[src/rtl/nwd_pkg.sv]
// Shared types and constants for the nwd dispatch stage.
// Latency: n/a (declarations only).
// Backpressure: n/a.
package nwd_pkg;

    // Operand/result width of the nwd GCD core.
    localparam int NWD_W = 8;

    // Dispatch sequencer states.
    typedef enum logic [1:0] {
        IDLE  = 2'd0,
        ISSUE = 2'd1,
        WAIT  = 2'd2,
        EMIT  = 2'd3
    } state_t;

endpackage

[src/rtl/nwd_fifo.sv]
// Synchronous operand-pair FIFO with wrap-bit pointers.
// Latency: a pushed entry is visible on rd_dat_o the cycle after the push edge.
// Backpressure: full_o is registered-pointer based; no write while full even if popping.
module nwd_fifo
    import nwd_pkg::*;
#(
    parameter int DEPTH = 4,
    parameter int W     = NWD_W,
    parameter int W2    = 2 * W
) (
    input  logic          clk,
    input  logic          nrst,
    input  logic          push_i,
    input  logic [W2-1:0] wr_dat_i,
    input  logic          pop_i,
    output logic [W2-1:0] rd_dat_o,
    output logic          full_o,
    output logic          empty_o
);

    localparam int AW = $clog2(DEPTH);
    localparam logic [AW:0] PTR_ONE = {{AW{1'b0}}, 1'b1};

    logic [W2-1:0] mem_q [DEPTH];
    logic [AW:0]   wr_ptr_q;
    logic [AW:0]   rd_ptr_q;
    logic          do_push;
    logic          do_pop;

    // Same index with opposite wrap bits means every slot is occupied.
    assign full_o  = (wr_ptr_q[AW] != rd_ptr_q[AW]) &&
                     (wr_ptr_q[AW-1:0] == rd_ptr_q[AW-1:0]);
    assign empty_o = (wr_ptr_q == rd_ptr_q);
    assign do_push = push_i && !full_o;
    assign do_pop  = pop_i && !empty_o;
    assign rd_dat_o = mem_q[rd_ptr_q[AW-1:0]];

    // Pointer update; reset discards all queued entries.
    always_ff @(posedge clk or negedge nrst) begin
        if (!nrst) begin
            wr_ptr_q <= '0;
            rd_ptr_q <= '0;
        end else begin
            if (do_push) wr_ptr_q <= wr_ptr_q + PTR_ONE;
            if (do_pop)  rd_ptr_q <= rd_ptr_q + PTR_ONE;
        end
    end

    // Storage write; contents need no reset since the pointers gate visibility.
    always_ff @(posedge clk) begin
        if (do_push) mem_q[wr_ptr_q[AW-1:0]] <= wr_dat_i;
    end

endmodule

[src/rtl/nwd_dispatch.sv]
// Operand queue and sequencer feeding the nwd GCD core; zero operands resolved locally.
// Latency: bypass result 1 cycle after pop; core result 1 cycle after core_ready returns.
// Backpressure: result held in EMIT until res_ready; in_ready = !full of the operand FIFO.
module nwd_dispatch
    import nwd_pkg::*;
#(
    parameter int DEPTH = 4,
    parameter int W     = NWD_W
) (
    input  logic         clk,
    input  logic         nrst,
    input  logic         in_valid,
    input  logic [W-1:0] in_a,
    input  logic [W-1:0] in_b,
    output logic         in_ready,
    output logic         core_start,
    output logic [W-1:0] core_a,
    output logic [W-1:0] core_b,
    input  logic         core_ready,
    input  logic [W-1:0] core_out,
    output logic         res_valid,
    output logic [W-1:0] res_data,
    input  logic         res_ready,
    output logic         busy
);

    state_t         state_q, state_d;
    logic [W-1:0]   op_a_q, op_a_d;
    logic [W-1:0]   op_b_q, op_b_d;
    logic [W-1:0]   res_q, res_d;

    logic           fifo_push;
    logic           fifo_pop;
    logic           fifo_full;
    logic           fifo_empty;
    logic [2*W-1:0] fifo_wr_dat;
    logic [2*W-1:0] fifo_rd_dat;
    logic [W-1:0]   head_a;
    logic [W-1:0]   head_b;

    assign fifo_push   = in_valid && !fifo_full;
    assign fifo_wr_dat = {in_a, in_b};
    assign head_a      = fifo_rd_dat[2*W-1:W];
    assign head_b      = fifo_rd_dat[W-1:0];

    nwd_fifo #(
        .DEPTH (DEPTH),
        .W     (W),
        .W2    (2 * W)
    ) u_fifo (
        .clk      (clk),
        .nrst     (nrst),
        .push_i   (fifo_push),
        .wr_dat_i (fifo_wr_dat),
        .pop_i    (fifo_pop),
        .rd_dat_o (fifo_rd_dat),
        .full_o   (fifo_full),
        .empty_o  (fifo_empty)
    );

    assign in_ready  = !fifo_full;
    assign core_a    = op_a_q;
    assign core_b    = op_b_q;
    assign res_valid = (state_q == EMIT);
    assign res_data  = res_q;
    assign busy      = (state_q != IDLE);

    // Sequencer next state: pop, bypass zeros, issue to core, wait, emit.
    always_comb begin
        state_d    = state_q;
        op_a_d     = op_a_q;
        op_b_d     = op_b_q;
        res_d      = res_q;
        fifo_pop   = 1'b0;
        core_start = 1'b0;
        case (state_q)
            IDLE: begin
                if (!fifo_empty) begin
                    fifo_pop = 1'b1;
                    op_a_d   = head_a;
                    op_b_d   = head_b;
                    // The core never terminates on a zero operand; the GCD is the other one.
                    if ((head_a == '0) || (head_b == '0)) begin
                        res_d   = head_a | head_b;
                        state_d = EMIT;
                    end else begin
                        state_d = ISSUE;
                    end
                end
            end
            ISSUE: begin
                core_start = core_ready;
                if (core_ready) state_d = WAIT;
            end
            WAIT: begin
                // core_ready is low on the first WAIT cycle, so this is a fresh result.
                if (core_ready) begin
                    res_d   = core_out;
                    state_d = EMIT;
                end
            end
            EMIT: begin
                if (res_ready) state_d = IDLE;
            end
            default: state_d = IDLE;
        endcase
    end

    // State, operand and result registers.
    always_ff @(posedge clk or negedge nrst) begin
        if (!nrst) begin
            state_q <= IDLE;
            op_a_q  <= '0;
            op_b_q  <= '0;
            res_q   <= '0;
        end else begin
            state_q <= state_d;
            op_a_q  <= op_a_d;
            op_b_q  <= op_b_d;
            res_q   <= res_d;
        end
    end

endmodule

[config.mk]
export PLATFORM = sky130hd
export DESIGN_NAME = nwd_dispatch
export DESIGN_NICKNAME = d
export VERILOG_FILES = /design/src/rtl/nwd_pkg.sv /design/src/rtl/nwd_fifo.sv /design/src/rtl/nwd_dispatch.sv
export SDC_FILE = /design/constraint.sdc
export NUM_CORES = 1
export LEC_CHECK = 0
export CAP_MARGIN = 20
export CELL_PAD_IN_SITES_DETAIL_PLACEMENT = 0
export CELL_PAD_IN_SITES_GLOBAL_PLACEMENT = 1
export CORE_ASPECT_RATIO = 2
export CORE_MARGIN = 2
export CORE_UTILIZATION = 49
export CTS_BUF_LIST = sky130_fd_sc_hd__clkbuf_16
export DETAILED_ROUTE_END_ITERATION = 12
export PLACE_DENSITY = 0.91
export REMOVE_ABC_BUFFERS = 1
export SETUP_SLACK_MARGIN = 0.2
export SKIP_CTS_REPAIR_TIMING = 1
export SLEW_MARGIN = 0
export SYNTH_ARGS = -nofsm -noshare
export SYNTH_HDL_FRONTEND = slang
export SYNTH_SLANG_ARGS = --single-unit
[constraint.sdc]
create_clock -name clk -period 4.5 [get_ports clk]
set_input_delay 0.9 -clock clk [delete_from_list [all_inputs] [get_ports clk]]
set_output_delay 0.9 -clock clk [all_outputs]
set_load 0.01 [all_outputs]
# Yosys cells after proc, flatten, opt, wreduce, memory -nomap -nowiden

Memories as Yosys holds them, arrays and structs flattened.
Cells that the tools add are included.

Reductions and logical operators: 15
$add $sub $neg: 2
Equal/unequal tests: 11
Multiplexer cells: 15
Bitwise gates (word level): 2

Operators by type and width:

| kind                                                                  | count |
|---|---|
| 8-bit 2-to-1 mux                                                      | 3 |
| 8-bit logical NOT                                                     | 2 |
| 8-bit case mux with 2 select lines                                    | 1 |
| 2-bit 2-to-1 mux                                                      | 5 |
| 2-bit != test, second input constant                                  | 4 |
| 8-bit bitwise OR                                                      | 1 |
| 2-bit case mux with 4 select lines                                    | 1 |
| 4-bit AND reduction                                                   | 2 |
| 3-bit by 1-bit adder with 3-bit output, second input constant         | 2 |
| 1-bit 2-to-1 mux                                                      | 5 |
| 2-bit equality test, second input constant                            | 2 |
| 1-bit logical AND                                                     | 4 |
| 2-bit nonzero test                                                    | 2 |
| 3-bit equality test                                                   | 1 |
| 2-bit by 1-bit equality test with 1-bit output, second input constant | 1 |
| 2-bit equality test                                                   | 1 |
| 1-bit logical NOT                                                     | 2 |
| 2-bit logical NOT                                                     | 1 |
| 2-bit by 1-bit != test with 1-bit output, second input constant       | 1 |
| 2-bit AND reduction                                                   | 1 |
| 1-bit logical OR                                                      | 1 |
| 1-bit != test                                                         | 1 |
| 1-bit NOT                                                             | 1 |

Memory bits (writable): 64
Output and inout bits: 28
Logic and storage cells: 52
Input port bits: 29
Register bits after elaboration: 32
Memories kept: 1

Memory list:

| name         | words | bits a word | rd ports | clocked after memory_dff | wr ports | RTL line       | RTL |
|---|---|---|---|---|---|---|---|
| u_fifo.mem_q | 4     | 16          | 1        | 0                        | 1        | nwd_fifo.sv:24 | `logic [W2-1:0] mem_q [DEPTH];` |

# Logic depth before layout (Yosys ltp)

Gate-level depths: netlist (run 1).

Depth after elaboration: 7
Gate-level depth with buffers: 7
Mapped depth without buffers: 6

# By module

A second synthesis (run 1) with hierarchy kept.

Cells, all modules: 242
Area, all modules: 4087.7 um^2

Modules (own cells, without submodules):

| module       | area an instance (um^2) | instances | cells an instance | seq. area each (um^2) |
|---|---|---|---|---|
| nwd_fifo     | 2829.0                  | 1         | 132               | 2072.0 |
| nwd_dispatch | 1258.7                  | 1         | 110               | 650.6 |

# Worst setup path after synthesis (run 1)

OpenSTA, ideal clock, no wires.

Kind: reg-to-reg
Start point: register u_fifo.rd_ptr_q[1]
End point: register res_q[0], in the netlist res_data[0]
Slack: 1807 ps
Stages on the path, launching flop included: 8
Arrival: 2567 ps
Clock period less this slack: 2693 ps
Buffers on the path: 2
Cell sequence: dfrtp_1 -> clkbuf_1 -> buf_1 -> mux4_2 -> or4_4 -> nor2_4 -> o2111ai_4 -> mux2_4

Cells in the longest elaborated chain, start to end: 5
Elaborated cells between the ends (all ways): 12
Those cells by class: 3 x eq/ne; 3 x mux; 1 x bitwise; 4 x reduce/logical; 1 x memory

Ends and longest elaborated chain:

| what                                                                                              | RTL line                               | RTL |
|---|---|---|
| from (decl)                                                                                       | nwd_fifo.sv:26                         | `logic [AW:0] rd_ptr_q;` |
| from (signal assigned)                                                                            | nwd_fifo.sv:45                         | `if (do_pop) rd_ptr_q <= rd_ptr_q + PTR_ONE;` |
| memory 4 x 16 bit                                                                                 | --                                     |  |
| 8-bit logical NOT / 8-bit bitwise OR (equally long branches)                                      | nwd_dispatch.sv:83, nwd_dispatch.sv:84 |  |
| 1-bit logical OR / 8-bit 2-to-1 mux (equally long branches)                                       | nwd_dispatch.sv:83                     | `if ((head_a == '0) \|\| (head_b == '0)) begin` |
| 2-bit != test (no source line) / 8-bit 2-to-1 mux (equally long branches)                         | --                                     |  |
| 4-bit AND reduction (no source line) / 8-bit case mux with 2 select lines (equally long branches) | --                                     |  |
| to (signal assigned)                                                                              | nwd_dispatch.sv:120                    | `res_q <= res_d;` |
| to (decl)                                                                                         | nwd_dispatch.sv:30                     | `logic [W-1:0] res_q, res_d;` |

Parallel ways exist; a longest one is shown, timed or not. The select of a mux whose other input is x is not followed.
A chain may end at the register's enable or synchronous reset.

# Final worst setup path (run 1)

Start point: register u_fifo.rd_ptr_q[0]
End point: output in_ready

Cells in the longest elaborated chain, start to end: 3

Ends and longest elaborated chain:

| what                | RTL line           | RTL |
|---|---|---|
| 2-bit equality test | nwd_fifo.sv:32     | `(wr_ptr_q[AW-1:0] == rd_ptr_q[AW-1:0]);` |
| 1-bit logical AND   | nwd_fifo.sv:31     | `assign full_o = (wr_ptr_q[AW] != rd_ptr_q[AW]) &&` |
| 1-bit logical NOT   | nwd_dispatch.sv:61 | `assign in_ready = !fifo_full;` |
| to (decl)           | nwd_dispatch.sv:15 | `output logic in_ready,` |

No other way between the ends.

==> results of run 1 <==
-- flip-flops by register name, summed over array words and instances, names as in the netlist --
register	cells
res_data	8
core_a	8
u_fifo.mem_q	64
core_b	8
state_q	2
u_fifo.rd_ptr_q	3
u_fifo.wr_ptr_q	3
-- stage by stage --
| stage | setup WS, ns | cell area, µm² | hold slack [ns] |
|---|---|---|---|
| 4_1_cts | 1.23 | 4950 | 0.495 |
| 5_1_grt | 1.14 | 4950 | 0.514 |
| 2_1_floorplan | 1.59 | 3940 | 0.462 |
| 3_5_place_dp | 1.27 | 4640 | 0.479 |
| 3_3_place_gp | 1.35 | 4640 | 0.476 |
| 6_report | 1.24 | 4950 | 0.493 |
-- cells in the mapped netlist (all sizes together) --
master | n | area share
edfxtp | 64 | 0.48
dfrtp | 32 | 0.20
mux2 | 25 | 0.078
mux4 | 16 | 0.10
nor2 | 13 | 0.014
nand2 | 11 | 0.010
o21ai | 10 | 0.013
ha | 9 | 0.028
inv | 6 | 0.0056
and3 | 5 | 0.0078
xnor2 | 5 | 0.011
buf | 4 | 0.0097
or4 | 4 | 0.0094
clkbuf | 3 | 0.0028
and2 | 2 | 0.0031
xor2 | 2 | 0.0044
a21oi | 1 | 0.0013
nand2b | 1 | 0.0016
nand3 | 1 | 0.0013
nand3b | 1 | 0.0019
nand4 | 1 | 0.0016
o2111ai | 1 | 0.0066
o221ai | 1 | 0.0022
o31ai | 1 | 0.0019
or2 | 1 | 0.0016
-- final cells by class --
| class | count | area, µm² |
|---|---|---|
| timing repair buffer | 58 | 576 |
| tap | 96 | 120 |
| sequential | 96 | 2720 |
| inverter | 6 | 22.5 |
| clock inverter | 6 | 65.1 |
| multi-input combinational | 111 | 1190 |
| clock buffer | 10 | 250 |
| fill | 584 | 2990 |
-- metal layers --
layer  global-route usage  share of wire  vias up  wire length (µm)
met5                    0              0        -                 0
met4               0.0844          0.025        0               178
met3               0.0420          0.046       11               326
met2                0.308           0.55       58              3930
met1                0.178           0.38     1083              2720
li1                     -              -      972                 -
-- power groups by stage --
stage               clock (mW)  combinational, mW  sequential [mW]
finish                   0.786               1.40             1.44
global route             0.830               1.52             1.47
CTS                      0.799               1.42             1.44
detailed placement           0               1.41             1.46
global placement             0               1.37             1.45
floorplan                    0              0.867             1.45
-- worst max-delay path, stage by stage, from the launching register on --
cell,delay (ns)
dfrtp_1,0.94
xnor2_1,0.24
nand3b_1,0.25
clkdlybuf4s50_1,0.58
-- worst max-delay path by stage --
stage / from / to / slack, ns / depth (start not counted)
CTS: u_fifo.rd_ptr_q[0] / in_ready / 1.23 / 3
floorplan: u_fifo.rd_ptr_q[0] / res_data[0] / 1.59 / 5
global placement: u_fifo.rd_ptr_q[0] / res_data[5] / 1.35 / 5
global route: u_fifo.rd_ptr_q[0] / in_ready / 1.14 / 3
finish: u_fifo.rd_ptr_q[0] / in_ready / 1.24 / 3
detailed placement: u_fifo.rd_ptr_q[0] / res_data[5] / 1.27 / 5
-- kinds of logic after synthesis --
group	Yosys count
AO/OA/AOI/OAI	14
multiplexers	41
adder cells (fa/ha/maj)	9
buffers and inverters	13
AND/OR/NAND/NOR	40
XOR/XNOR	7
flip-flops	96
==> impl_metrics.py, run 1 <==
metrics = {
    "clock_network": {
        "worstSkewPairLatency_ns": 0.35,
        "clockBufferDepth": 2,
        "cts_tree": "yes",
        "cts_made_buffers": 9,
        "cts_sinks": 96,
        "path_clk_slew_ns": 0.07,
        "cts-root-buf": "clkbuf_16",
        "htree_levels": 3,
    },
    "critical_path": {
        "reg2reg_depth": 5,
        "crit_type": "reg2out",
        "cp_max_fo": 17,
        "r2r-start": "u_fifo.rd_ptr_q[0]",
        "startpoint_type": "flip-flop",
        "r2r-end": "res_data[5]",
        "cp-end-kind": "primary output",
        "arrival_ns": 2.36,
        "ff2ff_setup_slack_ns": 1.25,
        "worstPathRequired_ns": 3.60,
    },
    "hold_path": {
        "whs_endpoint": "u_fifo.rd_ptr_q[2]",
        "min_path_cells": 1,
        "worstHoldStart": "u_fifo.rd_ptr_q[2]",
        "hold_class": "reg2reg",
    },
    "synth": {
        "yosysSeqAreaShare": 0.682,
        "synth_fa_ha_area_frac": 0.0282,
        "yosys_warnings": 0,
        "synth-simple-area-share": 0.0527,
        "synth-compound-area-share": 0.0254,
        "synth_xor_area_frac": 0.0154,
        "synth_top_family_by_area": "multiplexers",
        "ys_types": 32,
        "synth_cells": 220,
        "syn-mean-instance-area_um2": 18.1,
        "muxShareOfSynthArea": 0.178,
        "ys_ff_latch": 96,
        "synth.cell_area_mm2": 0.00399,
    },
    "floorplanning": {
        "core_area_mm2": 0.00794,
        "num_rows": 46,
        "chipHeight_um": 132,
        "ioPinCount": 57,
        "die_x_um": 67.8,
        "start_util": 0.502,
        "dieArea_mm2": 0.00892,
    },
    "timing": {
        "hold_viol_final": 0,
        "finClkSkew_ns": 0.0106,
        "period_needed_ns": 3.26,
        "worst_pin_slew_ns": 0.918,
        "final-setup-viol-count": 0,
        "clock.fmax_ghz": 0.307,
        "fin_crit_sh": 0.725,
        "finalMaxSlewViolations": 0,
        "rsz0062_at_grt": "false",
        "setup_tns_ns": 0,
        "max_slew_margin": 0.388,
    },
    "power": {
        "power_leakage_nw": 1.85,
        "p_per_area_mw_per_mm2": 733,
        "p_switching_mw": 1.13,
        "total_power_mw": 3.63,
        "pwr-share-seq": 0.396,
        "p_clk_frac": 0.217,
        "ir_drop_v": 0.000377,
        "intPower_mw": 2.49,
        "sw_frac_of_total": 0.312,
        "combPwrFrac": 0.387,
    },
    "drt": {
        "viasPerCell": 5.55,
        "dr_total_vias": 2124,
        "ant_nets": 0,
        "wl_per_cell_um": 18.7,
        "post-route-drc-count": 0,
        "routed_wl_um": 7160,
        "first_pass_iters": 4,
        "drt-initial-drc-count": 148,
    },
    "layout": {
        "fin_nets": 320,
        "final_common_cell": "edfxtp_1",
        "areaGrowthSynthToFinish_pct": 24.1,
        "drive_gt1_frac": 0.188,
        "final_cell_mix": "64 x edfxtp_1, 56 x clkdlybuf4s50_1, 32 x dfrtp_1, 17 x mux2_2, 12 x nor2_1",
        "final_cell_count_no_fill": 383,
        "antenna_cells": 0,
        "fin_util": 0.623,
    },
    "place": {
        "placed_cells": 367,
        "gp_congestion": 0.752,
        "port_buffers": 56,
        "dp_hpwl_um": 4930,
    },
    "global_route": {
        "grt_overflow": 0,
        "grt_first_pass_wirelength_um": 11000,
        "antenna_found_initial": 0,
        "track_usage": 0.172,
        "grt_max_degree": 33,
        "grt_pass1_vias": 2244,
    },
    "outcome": {
        "status": "complete, no violations",
    },
    "job": {
        "cap_violations": 0,
    },
}
Power figures use the tool's default switching activity.
==> run 2: changes to the inputs <==
--- a/config.mk
+++ b/config.mk
@@ -10,10 +10,10 @@
 export CELL_PAD_IN_SITES_GLOBAL_PLACEMENT = 1
 export CORE_ASPECT_RATIO = 2
 export CORE_MARGIN = 2
-export CORE_UTILIZATION = 49
+export CORE_UTILIZATION = 41
 export CTS_BUF_LIST = sky130_fd_sc_hd__clkbuf_16
 export DETAILED_ROUTE_END_ITERATION = 12
-export PLACE_DENSITY = 0.91
+export PLACE_DENSITY = 0.82
 export REMOVE_ABC_BUFFERS = 1
 export SETUP_SLACK_MARGIN = 0.2
 export SKIP_CTS_REPAIR_TIMING = 1
==> constraint.sdc (replaced) <==
create_clock -name clk -period 2.85 [get_ports clk]
set_input_delay 0.57 -clock clk [delete_from_list [all_inputs] [get_ports clk]]
set_output_delay 0.57 -clock clk [all_outputs]
set_load 0.01 [all_outputs]
==> run 2 against run 1 <==
Net effect: sequential share of layout area is 2.5 points lower; non-clock buffer count up 19; first-iteration DRC count is 11% lower; sequential power grew 52%.
==> impl_metrics.py, run 2 (same netlist as run 1, synthesis figures left out) <==
metrics = {
    "power": {
        "p_per_area_mw_per_mm2": 1200,
        "ir_drop_v": 0.000732,
        "sw_frac_of_total": 0.298,
        "intPower_mw": 4.39,
        "p_switching_mw": 1.86,
        "pwr-share-seq": 0.351,
        "total_power_mw": 6.26,
        "combPwrFrac": 0.420,
        "power_leakage_nw": 1.97,
        "p_clk_frac": 0.230,
    },
    "critical_path": {
        "cp_slowest_cell": "mux4_2",
        "reg2reg_depth": 7,
        "worstPathRequired_ns": 3.08,
        "arrival_ns": 2.89,
        "cp_max_fo": 9,
        "crit_type": "reg2reg",
        "critPathBufInv": 2,
        "r2r-start": "u_fifo.rd_ptr_q[0]",
        "slowest_delay_ns": 0.54,
        "crit_path_start": "u_fifo.rd_ptr_q[0]",
        "worst-path-stages": 7,
        "startpoint_type": "flip-flop",
        "cp_cell_sequence": "clkbuf_16, buf_4, mux4_2, or4_4, nor2_4, o2111ai_4, mux2_4",
        "cp-end-kind": "flip-flop",
        "ff2ff_setup_slack_ns": 0.19,
        "path_delay_family": "multiplexers",
    },
    "floorplanning": {
        "dieArea_mm2": 0.0106,
        "die_x_um": 73.8,
        "start_util": 0.417,
        "core_area_mm2": 0.00957,
        "num_rows": 51,
        "chipHeight_um": 144,
        "ioPinCount": 57,
    },
    "place": {
        "post-place-ws_ns": 0.0778,
        "placed_cells": 384,
        "gp_congestion": 0.725,
        "dp_hpwl_um": 4890,
        "port_buffers": 56,
    },
    "clock_network": {
        "clockBufferDepth": 2,
        "htree_levels": 3,
        "worstSkewPairLatency_ns": 0.35,
        "cts-root-buf": "clkbuf_16",
        "cts_sinks": 96,
        "path_clk_slew_ns": 0.07,
        "cts_tree": "yes",
        "cts_made_buffers": 9,
    },
    "timing": {
        "final-setup-viol-count": 0,
        "finalMaxSlewViolations": 0,
        "rsz0062_at_grt": "true",
        "holdWs_ns": 0.496,
        "fin_crit_sh": 0.934,
        "fin_ws_ns": 0.188,
        "max_slew_margin": 0.599,
        "hold_viol_final": 0,
        "period_needed_ns": 2.66,
        "clock.fmax_ghz": 0.376,
        "finClkSkew_ns": 0.00776,
        "worst_pin_slew_ns": 0.601,
    },
    "global_route": {
        "grt_first_pass_wirelength_um": 11700,
        "grt_overflow": 0,
        "grt_pass1_vias": 2226,
        "track_usage": 0.150,
        "antenna_found_initial": 0,
        "grt_max_degree": 33,
    },
    "drt": {
        "wl_per_cell_um": 18.0,
        "ant_nets": 0,
        "first_pass_iters": 4,
        "post-route-drc-count": 0,
        "drt-initial-drc-count": 131,
        "dr_total_vias": 2143,
        "routed_wl_um": 7420,
        "viasPerCell": 5.20,
    },
    "layout": {
        "antenna_cells": 0,
        "largest_register_ffs": 64,
        "fin_nets": 339,
        "final_common_cell": "edfxtp_1",
        "areaGrowthSynthToFinish_pct": 30.2,
        "fin_util": 0.543,
        "final_cell_count_no_fill": 412,
        "final_cell_mix": "64 x edfxtp_1, 56 x clkdlybuf4s50_1, 30 x dfrtp_1, 18 x buf_4, 17 x mux2_2",
        "drive_gt1_frac": 0.265,
    },
    "job": {
        "cap_violations": 0,
    },
    "outcome": {
        "status": "complete, no violations",
    },
    "hold_path": {
        "hold_class": "reg2reg",
        "worstHoldStart": "u_fifo.wr_ptr_q[2]",
        "min_path_cells": 1,
    },
}
-- run 2: cell types whose count changed in the layout (fill, tap and decap cells not counted), sizes merged --
cell	delta
inv	-1
buf	+18
clkinvlp	-1
bufinv	+3
-- run 2: worst paths after layout --
path / end
max reg2reg: res_data[2]
min in group asynchronous: state_q[0]
min: u_fifo.wr_ptr_q[2]
min reg2reg: u_fifo.wr_ptr_q[2]
max: res_data[2]
max in group asynchronous: u_fifo.rd_ptr_q[0]
-- run 2: final cells by class --
class,instances,area [µm²]
Tap cell,106,133
Fill cell,743,4380
Clock buffer,9,225
Multi-Input combinational cell,111,1190
Clock inverter,7,136
Sequential cell,96,2730
Inverter,6,22.5
Timing Repair Buffer,77,761
-- run 2: power by group through the flow --
| stage | Combinational (mW) | Clock, mW | Sequential [mW] |
|---|---|---|---|
| floorplan | 1.37 | 0 | 2.30 |
| global placement | 2.32 | 0 | 2.21 |
| detailed placement | 2.38 | 0 | 2.24 |
| CTS | 2.40 | 1.46 | 2.21 |
| global route | 2.86 | 1.52 | 2.24 |
| finish | 2.63 | 1.44 | 2.19 |
-- run 2: metal layers --
layer,GRT usage,part of all wire
met5,0,0
met4,0.0517,0.015
met3,0.0484,0.050
met2,0.234,0.49
met1,0.196,0.45
-- run 2: stage by stage --
step | setup TNS [ns] | area [µm²]
CTS | -0.0284 | 5070
global route | 0 | 5200
global placement | 0 | 4710
floorplan | -0.513 | 3940
detailed placement | 0 | 4710
finish | 0 | 5200
-- run 2: worst reg2reg max path, stage by stage, from the launching register on --
cell,delay [ns]
dfrtp_2,0.42
clkbuf_16,0.18
buf_4,0.12
mux4_2,0.54
or4_4,0.54
nor2_4,0.13
o2111ai_4,0.24
mux2_4,0.38
